File: config.mk
export PLATFORM = sky130hd
export DESIGN_NAME = br_flow_fork_select_multihot_fifo
export DESIGN_NICKNAME = d
export VERILOG_FILES = /design/src/rtl/br_flow_fork_select_multihot_fifo.sv
export SDC_FILE = /design/constraint.sdc
export NUM_CORES = 1
export LEC_CHECK = 0
export ABC_CLOCK_PERIOD_IN_PS = 1750
export CELL_PAD_IN_SITES_DETAIL_PLACEMENT = 1
export CELL_PAD_IN_SITES_GLOBAL_PLACEMENT = 2
export CORE_ASPECT_RATIO = 1.5
export CORE_MARGIN = 1
export CORE_UTILIZATION = 25
export CTS_CLUSTER_SIZE = 14
export DETAILED_ROUTE_END_ITERATION = 10
export GPL_TIMING_DRIVEN = 1
export PLACE_DENSITY_LB_ADDON = 0.1
export SYNTH_ARGS = -nofsm -noshare
export SYNTH_HDL_FRONTEND = slang
export SYNTH_SLANG_ARGS = --single-unit
File: constraint.sdc
create_clock -name clk -period 1.75 [get_ports clk]
set_input_delay 0.175 -clock clk [delete_from_list [all_inputs] [get_ports clk]]
set_output_delay 0.175 -clock clk [all_outputs]
set_load 0.005 [all_outputs]
File: src/rtl/br_flow_fork_select_multihot_fifo.sv
// br_flow_fork_select_multihot_fifo: buffered multicast fork.
// Each push carries a payload and a multihot destination mask into a Depth-entry FIFO.
// The head entry is offered to every selected pop flow. Each flow accepts it on its own.
// The entry retires once every selected flow has taken it.
// Optional feature: define BR_FLOW_FORK_SELECT_MULTIHOT_FIFO_BYPASS_EN to add a
// 0-cycle bypass path that is used while the FIFO is empty.
module br_flow_fork_select_multihot_fifo #(
  parameter int unsigned NumFlows = 2,
  parameter int unsigned Width = 1,
  parameter int unsigned Depth = 2,
  parameter bit EnableAssertFinalNotValid = 1'b1,
  localparam int unsigned CountW = $clog2(Depth + 1)
) (
  input  logic                clk,
  input  logic                rst,
  output logic                push_ready,
  input  logic                push_valid,
  input  logic [Width-1:0]    push_data,
  input  logic [NumFlows-1:0] push_select_multihot,
  input  logic [NumFlows-1:0] pop_ready,
  output logic [NumFlows-1:0] pop_valid,
  output logic [Width-1:0]    pop_data,
  output logic [CountW-1:0]   items
);

  localparam int unsigned PtrW = (Depth > 1) ? $clog2(Depth) : 1;
  localparam logic [CountW-1:0] DepthCount = CountW'(Depth);
  localparam logic [PtrW-1:0] LastPtr = PtrW'(Depth - 1);

  logic [Width-1:0]    data_q      [Depth];
  logic [NumFlows-1:0] remaining_q [Depth];
  logic [PtrW-1:0]     wr_ptr_q, wr_ptr_d;
  logic [PtrW-1:0]     rd_ptr_q, rd_ptr_d;
  logic [CountW-1:0]   count_q, count_d;

  logic                empty;
  logic                push_fire;
  logic                write_en;
  logic                retire;
  logic [NumFlows-1:0] head_rem;
  logic [NumFlows-1:0] head_rem_next;
  logic [NumFlows-1:0] pop_fire;
  logic [NumFlows-1:0] write_rem;

  // Handshakes, head presentation, retire decision and next-state for pointers/count.
  always_comb begin
    empty      = (count_q == '0);
    // No full-throughput pass-through: a retire while full does not open push_ready.
    push_ready = !rst && (count_q < DepthCount);
    push_fire  = push_valid && push_ready;
    head_rem   = remaining_q[rd_ptr_q];
    pop_valid  = empty ? '0 : head_rem;
    pop_data   = data_q[rd_ptr_q];
    write_rem  = push_select_multihot;
    write_en   = push_fire;
`ifdef BR_FLOW_FORK_SELECT_MULTIHOT_FIFO_BYPASS_EN
    if (empty) begin
      // Present the incoming push directly; only flows that do not take it now stay pending.
      pop_valid = (push_valid && !rst) ? push_select_multihot : '0;
      pop_data  = push_data;
      write_rem = push_select_multihot & ~pop_ready;
      if (write_rem == '0) begin
        write_en = 1'b0;
      end
    end
`endif
    pop_fire      = pop_valid & pop_ready;
    head_rem_next = head_rem & ~pop_fire;
    retire        = !empty && (head_rem_next == '0);

    wr_ptr_d = wr_ptr_q;
    if (write_en) begin
      wr_ptr_d = (wr_ptr_q == LastPtr) ? '0 : wr_ptr_q + 1'b1;
    end
    rd_ptr_d = rd_ptr_q;
    if (retire) begin
      rd_ptr_d = (rd_ptr_q == LastPtr) ? '0 : rd_ptr_q + 1'b1;
    end

    count_d = count_q;
    if (write_en && !retire) begin
      count_d = count_q + 1'b1;
    end else if (!write_en && retire) begin
      count_d = count_q - 1'b1;
    end

    items = count_q;
  end

  // Control state: pointers, occupancy and per-entry pending-flow masks.
  always_ff @(posedge clk or posedge rst) begin
    if (rst) begin
      wr_ptr_q    <= '0;
      rd_ptr_q    <= '0;
      count_q     <= '0;
      remaining_q <= '{default: '0};
    end else begin
      wr_ptr_q <= wr_ptr_d;
      rd_ptr_q <= rd_ptr_d;
      count_q  <= count_d;
      // Head clear and tail write never alias: a write while non-empty implies not full.
      if (!empty) begin
        remaining_q[rd_ptr_q] <= head_rem_next;
      end
      if (write_en) begin
        remaining_q[wr_ptr_q] <= write_rem;
      end
    end
  end

  // Payload storage; unreset because the remaining masks gate visibility.
  always_ff @(posedge clk) begin
    if (write_en) begin
      data_q[wr_ptr_q] <= push_data;
    end
  end

`ifndef SYNTHESIS
  a_params: assert property (@(posedge clk) (NumFlows >= 2) && (Width >= 1) && (Depth >= 1));

  a_push_select_nonzero: assert property (@(posedge clk) disable iff (rst)
    push_valid |-> (push_select_multihot != '0));

  a_push_known: assert property (@(posedge clk) disable iff (rst)
    !$isunknown(push_valid) && (!push_valid || !$isunknown(push_select_multihot)));

  a_push_stable: assert property (@(posedge clk) disable iff (rst)
    (push_valid && !push_ready) |=>
      (push_valid && $stable(push_data) && $stable(push_select_multihot)));

  for (genvar i = 0; i < NumFlows; i++) begin : g_pop_stable
    a_pop_valid_stable: assert property (@(posedge clk) disable iff (rst)
      (pop_valid[i] && !pop_ready[i]) |=> (pop_valid[i] && $stable(pop_data)));
  end

  a_count_bound: assert property (@(posedge clk) disable iff (rst) count_q <= DepthCount);

  a_items_count: assert property (@(posedge clk) disable iff (rst) items == count_q);

  final begin
    if (EnableAssertFinalNotValid) begin
      a_final_idle: assert (!push_valid && (pop_valid == '0));
    end
  end
`endif

endmodule
* Word level (Yosys, flattened, before mapping) *
Memories as Yosys holds them, arrays and structs flattened.
Index checks and enable logic that the tools add are counted.

storage, ports and cells
  register bits = 8
  RAM bits = 2
  input bits = 8
  word-level logic and storage cells = 52
  memories = 1

memories
  memory  depth  width  rd ports  clocked after memory_dff  wr ports  RTL line  text
  data_q  2      1      1         0                         1         30        logic [Width-1:0] data_q [Depth];

operators by class
  add/sub/neg operators = 4
  $lt $le $gt $ge = 5
  muxes and demuxes = 18
  bitwise operators = 5
  reduce and logical (&&, ||, !) cells = 14

operators with widths
  operator                                                              count
  2-bit two-way mux                                                     8
  4-bit bitwise mux                                                     2
  4-bit two-way mux                                                     2
  1-bit logical AND                                                     7
  2-bit bitwise AND                                                     2
  2-bit demux with 1-bit select                                         2
  2-bit greater-or-equal comparator, second input constant              2
  1-bit zero test                                                       4
  2-bit zero test                                                       2
  2-bit by 1-bit < comparator with 1-bit output, second input constant  2
  1-bit two-way mux                                                     4
  1-bit inverter with 2-bit output                                      2
  1-bit adder, second input constant                                    2
  2-bit by 1-bit adder with 2-bit output, second input constant         1
  2-bit < comparator, second input constant                             1
  2-bit inverter                                                        1
  2-bit nonzero test                                                    1
  2-bit by 1-bit subtractor with 2-bit output, second input constant    1

* Depth between registers and ports, before layout *
Gate-level depths: netlist of run 1.

  depth after elaboration = 13
  gate-level depth with buffers = 8
  gate-level depth less buffers = 7

* Least setup slack after synthesis of run 1 *
OpenSTA, ideal clock, no wires.

  path type = register to register
  from = register rd_ptr_q
  to = register count_q[1], in the netlist items[1]
  setup time = 0.079 ns
  arrival time = 1.623 ns
  slack = 0.048 ns
  stages on the path, launching flop included = 9
  path buffers = 1
  clock period less this slack = 1.702 ns
  cell sequence = dfrtp_1 buf_6 mux2i_2 nor2_1 or3_1 ha_1 xor2_1 nor2_1 xor2_1

between the ends
  longest elaborated chain between the ends = 13
  elaborated cells on any way between the ends = 15
  those cells by class = mux: 5; bitwise: 4; reduce/logical: 6

ends and longest elaborated chain
  item                                                        RTL line  text
  start: declaration                                          33        logic [PtrW-1:0] rd_ptr_q, rd_ptr_d;
  start signal: assignment                                    99        rd_ptr_q <= rd_ptr_d;
  1-bit inverter with 2-bit output (not written as such) (*)  51        head_rem = remaining_q[rd_ptr_q];
  2-bit two-way mux (not written as such) (*) (3 in series)   51
  2-bit two-way mux                                           52        pop_valid = empty ? '0 : head_rem;
  2-bit bitwise AND                                           67        pop_fire = pop_valid & pop_ready;
  2-bit inverter                                              68        head_rem_next = head_rem & ~pop_fire;
  2-bit bitwise AND (*)                                       68
  2-bit zero test (*)                                         69        retire = !empty && (head_rem_next == '0);
  1-bit logical AND (*)                                       69
  1-bit zero test                                             81        if (write_en && !retire) begin
  1-bit logical AND                                           81
  2-bit two-way mux or 2-bit nonzero test (tied branches)     n/a
  end signal: assignment                                      100       count_q <= count_d;
  end: declaration                                            34        logic [CountW-1:0] count_q, count_d;

Mark *: on every way between the ends. The rest lies on a longest branch, timed or not. The select of a mux whose other input is x is not followed.
A chain may end at the register's enable or synchronous reset.

* Worst setup path in the final report of run 1 *
Same ends and word-level chain as after synthesis.

==> impl_metrics.csv, run 1 <==
group,metric,value,unit
finish,utilization,38.9,%
yosys,syn-num-nets,61,
finish,fin_nets,88,
sta,worst_slack,-0.0233,ns
sta,timing.final.crit_share,101,%
grt,track_usage,14.0,%
finish,final_cell_mix,"11 x buf_4, 10 x o21ai_0, 10 x clkdlybuf4s50_1",
die,ios,14,
worst_setup_path,worstPathRequired,1.95,ns
yosys,syn-cell-area,547,um2
die,start_util,26.6,%
worst_setup_path,ff2ff_path_depth,7,
clock_tree,cts_max_path_buffers,2,
yosys,postSynthAreaPerCell,10.5,um2
finish,n_antenna_cell,0,
grt,grt_max_degree,9,
clock_tree,cts-root-buf,"clkbuf_4",
clock_tree,clk_latency,0.27,ns
run_status,violations,"setup timing",
pwr,p_leak,0.359,nW
finish,final_cell_area,798,um2
clock_tree,cts_tree,"built",
yosys,yosysTopAreaCell,"dfrtp_1",
finish,register_area,262,um2
detailed_routing,final_antenna_net_count,0,
die,die_w,40.2,um
pwr,p_int,0.830,mW
worst_setup_path,path_cells,"mux2i_2 -> nor2_1 -> or3_1 -> ha_2 -> xor2_1 -> nor2_1 -> xor2_1",
worst_setup_path,r2r-end,"items[1]",
finish,drive_gt1_share,28.2,%
worst_setup_path,crit_fanout,4,
place,place_congestion,0.683,
run_status,status,"complete, but fails checks",
detailed_routing,vias_per_cell,4.89,
grt,overflow,0,
pwr,p_sw_share,35.6,%
finish,area_growth,46.0,%
worst_setup_path,r2r-start,"rd_ptr_q",
sta,hold_viol,0,
sta,slew_violations,0,
sta,fmax,564,MHz
yosys,synth_top_area_share,36.6,%
clock_tree,clock_sinks,10,
die,core,2050,um2
pwr,combPwrFrac,53.3,%
sta,fin_hold_ws,0.322,ns
worst_setup_path,cpPeakStageDelay,0.42,ns
worst_setup_path,cp-end-kind,"register",
sta,skew,0.00327,ns
place,port_buffers,13,
worst_setup_path,reg2reg_slack,-0.02,ns
grt,antenna_found_initial,0,
detailed_routing,vias,489,
yosys,synth.distinct_cells,22,
detailed_routing,dr.first_iter.drc_count,10,
sta,max_slew.worst_pin.slew,0.328,ns
run,drv_cap,0,
yosys,synth_seq_area_share,47.6,%
sta,grt_setup_unrepaired,"yes",
worst_setup_path,crit_type,"register to register",
detailed_routing,routed_wl,1.32,mm
hold_path,hold_class,"primary input to asynchronous set/reset pin",
die,dieArea,2380,um2
finish,nFillCells,248,
sta,finalCriticalPeriod,1.77,ns
grt,grt_pass1_wl,2.21,mm
grt,grt_pass1_vias,510,
sta,setup_viol,1,
sta,setup_tns,-0.0233,ns
clock_tree,h-tree-depth,1,
pwr,p_sw,0.459,mW
pwr,max-vdd-ir-drop,0.000631,V
worst_setup_path,arrival,1.97,ns
pwr,p_seq_share,33.3,%
place,dp_slack,-0.0744,ns
detailed_routing,wire_per_inst,13.2,um
finish,layout_commonest_cell,"buf_4",
yosys,synth_warnings,0,
clock_tree,clkTransAtPathRegs,0.07,ns
yosys,synth_area_leaders,"dfrtp_1 37%, edfxtp_1 11%, o21ai_0 9.2%",
place,place_area,761,um2
pwr,power_density,1620,nW/um2
sta,slew-limit-headroom,78.1,%
pwr,pwr-share-clk,13.4,%
detailed_routing,first_pass_iters,3,
die,dieHeight,59.3,um
worst_setup_path,crit_slowest_cell,"dfrtp_2",
finish,stdcell_count,100,
finish,multiInputGateArea,263,um2
yosys,ys_ff_latch,10,
place,dp_hpwl,1.04,mm
yosys,syn-instance-count,52,
detailed_routing,drc,0,
worst_setup_path,crit_path_start_kind,"register",
die,rows,20,
clock_tree,cts_buffers,3,
place,placed_cells,95,
pwr,p_total,1.29,mW
-- critical path: cells and delay by family, from the launching register on --
family                   cells  cell delay, ns
flip-flops                   1            0.42
multiplexers                 1            0.26
XOR/XNOR                     2            0.30
adder cells (fa/ha/maj)      1            0.19
AND/OR/NAND/NOR              3            0.52
-- how the worst max path moves through the flow --
stage               endpoint  startpoint  cells after the start
floorplan           items[1]    rd_ptr_q                      8
global placement    items[1]    rd_ptr_q                      7
detailed placement  items[1]    rd_ptr_q                      7
CTS                 items[1]    rd_ptr_q                      7
global route        items[1]    rd_ptr_q                      7
finish              items[1]    rd_ptr_q                      7
-- power by group through the flow --
stage	logic, mW	registers [mW]	clock network (mW)
finish	0.687	0.430	0.173
global route	0.761	0.443	0.190
CTS	0.682	0.432	0.179
detailed placement	0.690	0.430	0
global placement	0.687	0.428	0
floorplan	0.398	0.409	0
-- flip-flops by register name (all words and copies together) (netlist names) --
signal and cells:
wr_ptr_q 1, rd_ptr_q 1, remaining_q 4, items 2, data_q 2
-- cells in the mapped netlist --
cell and number:
and4bb_1 1, xnor2_1 1, a211o_2 1, nand2_1 4, or3_1 1, buf_6 1
nor4b_4 1, dfrtp_1 8, xor2_1 3, mux2_2 1, nand2b_1 1, ha_1 1
o21ai_0 10, nor2_1 7, mux2i_1 1, inv_1 3, buf_4 1, o22ai_1 1
edfxtp_1 2, o221a_2 1, and2_1 1, mux2i_2 1
-- layer usage --
layer / track usage [%] / up-vias / wire length, um
li1: - / 231 / -
met1: 14.7 / 244 / 491
met2: 23.0 / 9 / 741
met3: 3.38 / 5 / 49
met4: 10.0 / 0 / 40
met5: 0 / - / 0
-- layout make-up --
| class | instances | area share (%) |
|---|---|---|
| Sequential cell | 10 | 32.8 |
| Inverter | 3 | 1.41 |
| Multi-Input combinational cell | 37 | 32.9 |
| Timing Repair Buffer | 24 | 26.2 |
| Tap cell | 22 | 3.45 |
| Clock buffer | 4 | 3.29 |
-- cells by family after synthesis --
kind of cell    after synthesis  share of synthesized area, %
compound gates               13                          14.2
fa+ha+maj                     1                          2.29
xor+xnor                      4                          6.41
simple gates                 16                          17.6
mux                           3                          6.41
flops                        10                          47.6
buf+inv                       5                          5.49
-- timing repair --
| item | 4_1_cts | 5_1_grt |
|---|---|---|
| endpoints found under the setup margin | 4 | 1 |
| cloned | 0 | 0 |
| setup buffers | 0 | 1 |
| hold buffers | 0 | 0 |
| pin swaps | 1 | 1 |
| resized for setup | 5 | 1 |
No activity file was read; power rests on OpenSTA's default activity.
==> run 2, diff against run 1 <==
--- a/config.mk
+++ b/config.mk
@@ -14,6 +14,7 @@
 export CTS_CLUSTER_SIZE = 14
 export DETAILED_ROUTE_END_ITERATION = 10
 export GPL_TIMING_DRIVEN = 1
+export MAX_ROUTING_LAYER = met4
 export PLACE_DENSITY_LB_ADDON = 0.1
 export SYNTH_ARGS = -nofsm -noshare
 export SYNTH_HDL_FRONTEND = slang
==> impl_metrics.csv, run 2 (synthesis results as in run 1) <==
group,metric,value,unit
die,die_w,40.2,um
sta,slew_violations,0,
place,dp_slack,-0.0744,ns
grt,grt_max_degree,9,
grt,grt_pass1_wl,2.22,mm
sta,max_slew.worst_pin.slew,0.335,ns
detailed_routing,wire_per_inst,13.3,um
worst_setup_path,crit_type,"register to register",
clock_tree,cts-root-buf,"clkbuf_4",
finish,final_cell_mix,"11 x buf_4, 10 x o21ai_0, 10 x clkdlybuf4s50_1",
finish,drive_gt1_share,28.2,%
hold_path,hold_class,"primary input to asynchronous set/reset pin",
run,drv_cap,0,
sta,fin_hold_ws,0.322,ns
sta,worst_slack,-0.0233,ns
run_status,status,"complete, but fails checks",
grt,overflow,0,
run_status,violations,"setup timing",
die,core,2050,um2
die,ios,14,
finish,register_area,262,um2
grt,track_usage,14.4,%
clock_tree,h-tree-depth,1,
worst_setup_path,arrival,1.97,ns
sta,skew,0.00378,ns
sta,hold_viol,0,
pwr,p_leak,0.359,nW
detailed_routing,final_antenna_net_count,0,
finish,max_flop_register,"remaining_q",
pwr,max-vdd-ir-drop,0.000631,V
clock_tree,cts_buffers,3,
sta,finalCriticalPeriod,1.77,ns
finish,layout_commonest_cell,"buf_4",
pwr,p_total,1.29,mW
worst_setup_path,cp-end-kind,"register",
clock_tree,clkTransAtPathRegs,0.07,ns
place,port_buffers,13,
place,dp_hpwl,1.04,mm
grt,antenna_found_initial,0,
worst_setup_path,crit_path_start_kind,"register",
worst_setup_path,worstPathRequired,1.95,ns
worst_setup_path,crit_fanout,4,
sta,slew-limit-headroom,77.6,%
finish,multiInputGateArea,263,um2
clock_tree,cts_tree,"built",
detailed_routing,routed_wl,1.33,mm
die,dieArea,2380,um2
detailed_routing,dr.first_iter.drc_count,13,
die,dieHeight,59.3,um
die,start_util,26.6,%
detailed_routing,drc,0,
place,place_congestion,0.690,
clock_tree,clock_sinks,10,
clock_tree,cts_max_path_buffers,2,
pwr,power_density,1620,nW/um2
sta,setup_viol,1,
finish,utilization,38.9,%
clock_tree,clk_latency,0.27,ns
finish,nFillCells,248,
sta,fmax,564,MHz
sta,setup_tns,-0.0233,ns
die,rows,20,
sta,timing.final.crit_share,101,%
grt,grt_pass1_vias,512,
sta,grt_setup_unrepaired,"yes",
detailed_routing,vias,488,
finish,n_antenna_cell,0,
finish,largest_register_ffs,4,
finish,area_growth,46.0,%
detailed_routing,first_pass_iters,3,
finish,fin_nets,88,
detailed_routing,vias_per_cell,4.88,
## run 2: cell counts in the layout (fill, tap and decap cells not counted)
Identical to the previous run, type by type.
## run 2: per-layer routing
layer	GRT usage [%]	wire length, um	vias up
met5	-	0	-
met4	10.0	40	0
met3	3.38	49	5
met1	14.7	503	243
li1	-	-	231
met2	23.0	740	9
## run 2: power by group
part           switching (mW)  internal (mW)  total [mW]
combinational           0.285          0.402       0.688
sequential             0.0900          0.340       0.430
clock                  0.0849         0.0885       0.173
## run 2: final cells by class
| type | instances | share of cell area (%) |
|---|---|---|
| multi-input combinational | 37 | 32.9 |
| sequential | 10 | 32.8 |
| timing repair buffer | 24 | 26.2 |
| tap | 22 | 3.45 |
| clock buffer | 4 | 3.29 |
| inverter | 3 | 1.41 |
## run 2: path summary, 6_finish.rpt
path | start | to | slack (ns) | cells past startpoint
worst max-delay path | rd_ptr_q | items[1] | -0.02 | 7
max in group asynchronous | rst | rd_ptr_q | 1.16 | 3
worst min register to register | wr_ptr_q | wr_ptr_q | 0.54 | 1
min in group clk | push_select_multihot[0] | remaining_q[2] | 0.48 | 3
worst min-delay path | rst | remaining_q[1] | 0.32 | 3
worst max register to register | rd_ptr_q | items[1] | -0.02 | 7
## run 2: critical path, stage by stage (launching register included)
cell     delay (ns)
dfrtp_2        0.42
mux2i_2        0.26
nor2_1         0.06
or3_1          0.35
ha_2           0.19
xor2_1         0.15
nor2_1         0.11
xor2_1         0.15
## run 2: timing repair
item,CTS,global route
hold buffers,0,0
endpoints found under the setup margin,4,1
setup buffers,0,1
resized for setup,5,1
pin swaps,1,1
## run 2: metrics by stage
stage	std cells	area, um2
after floorplan	52	547
after global placement	95	761
after detailed placement	95	761
after CTS	99	788
after global routing	100	798
final	100	798
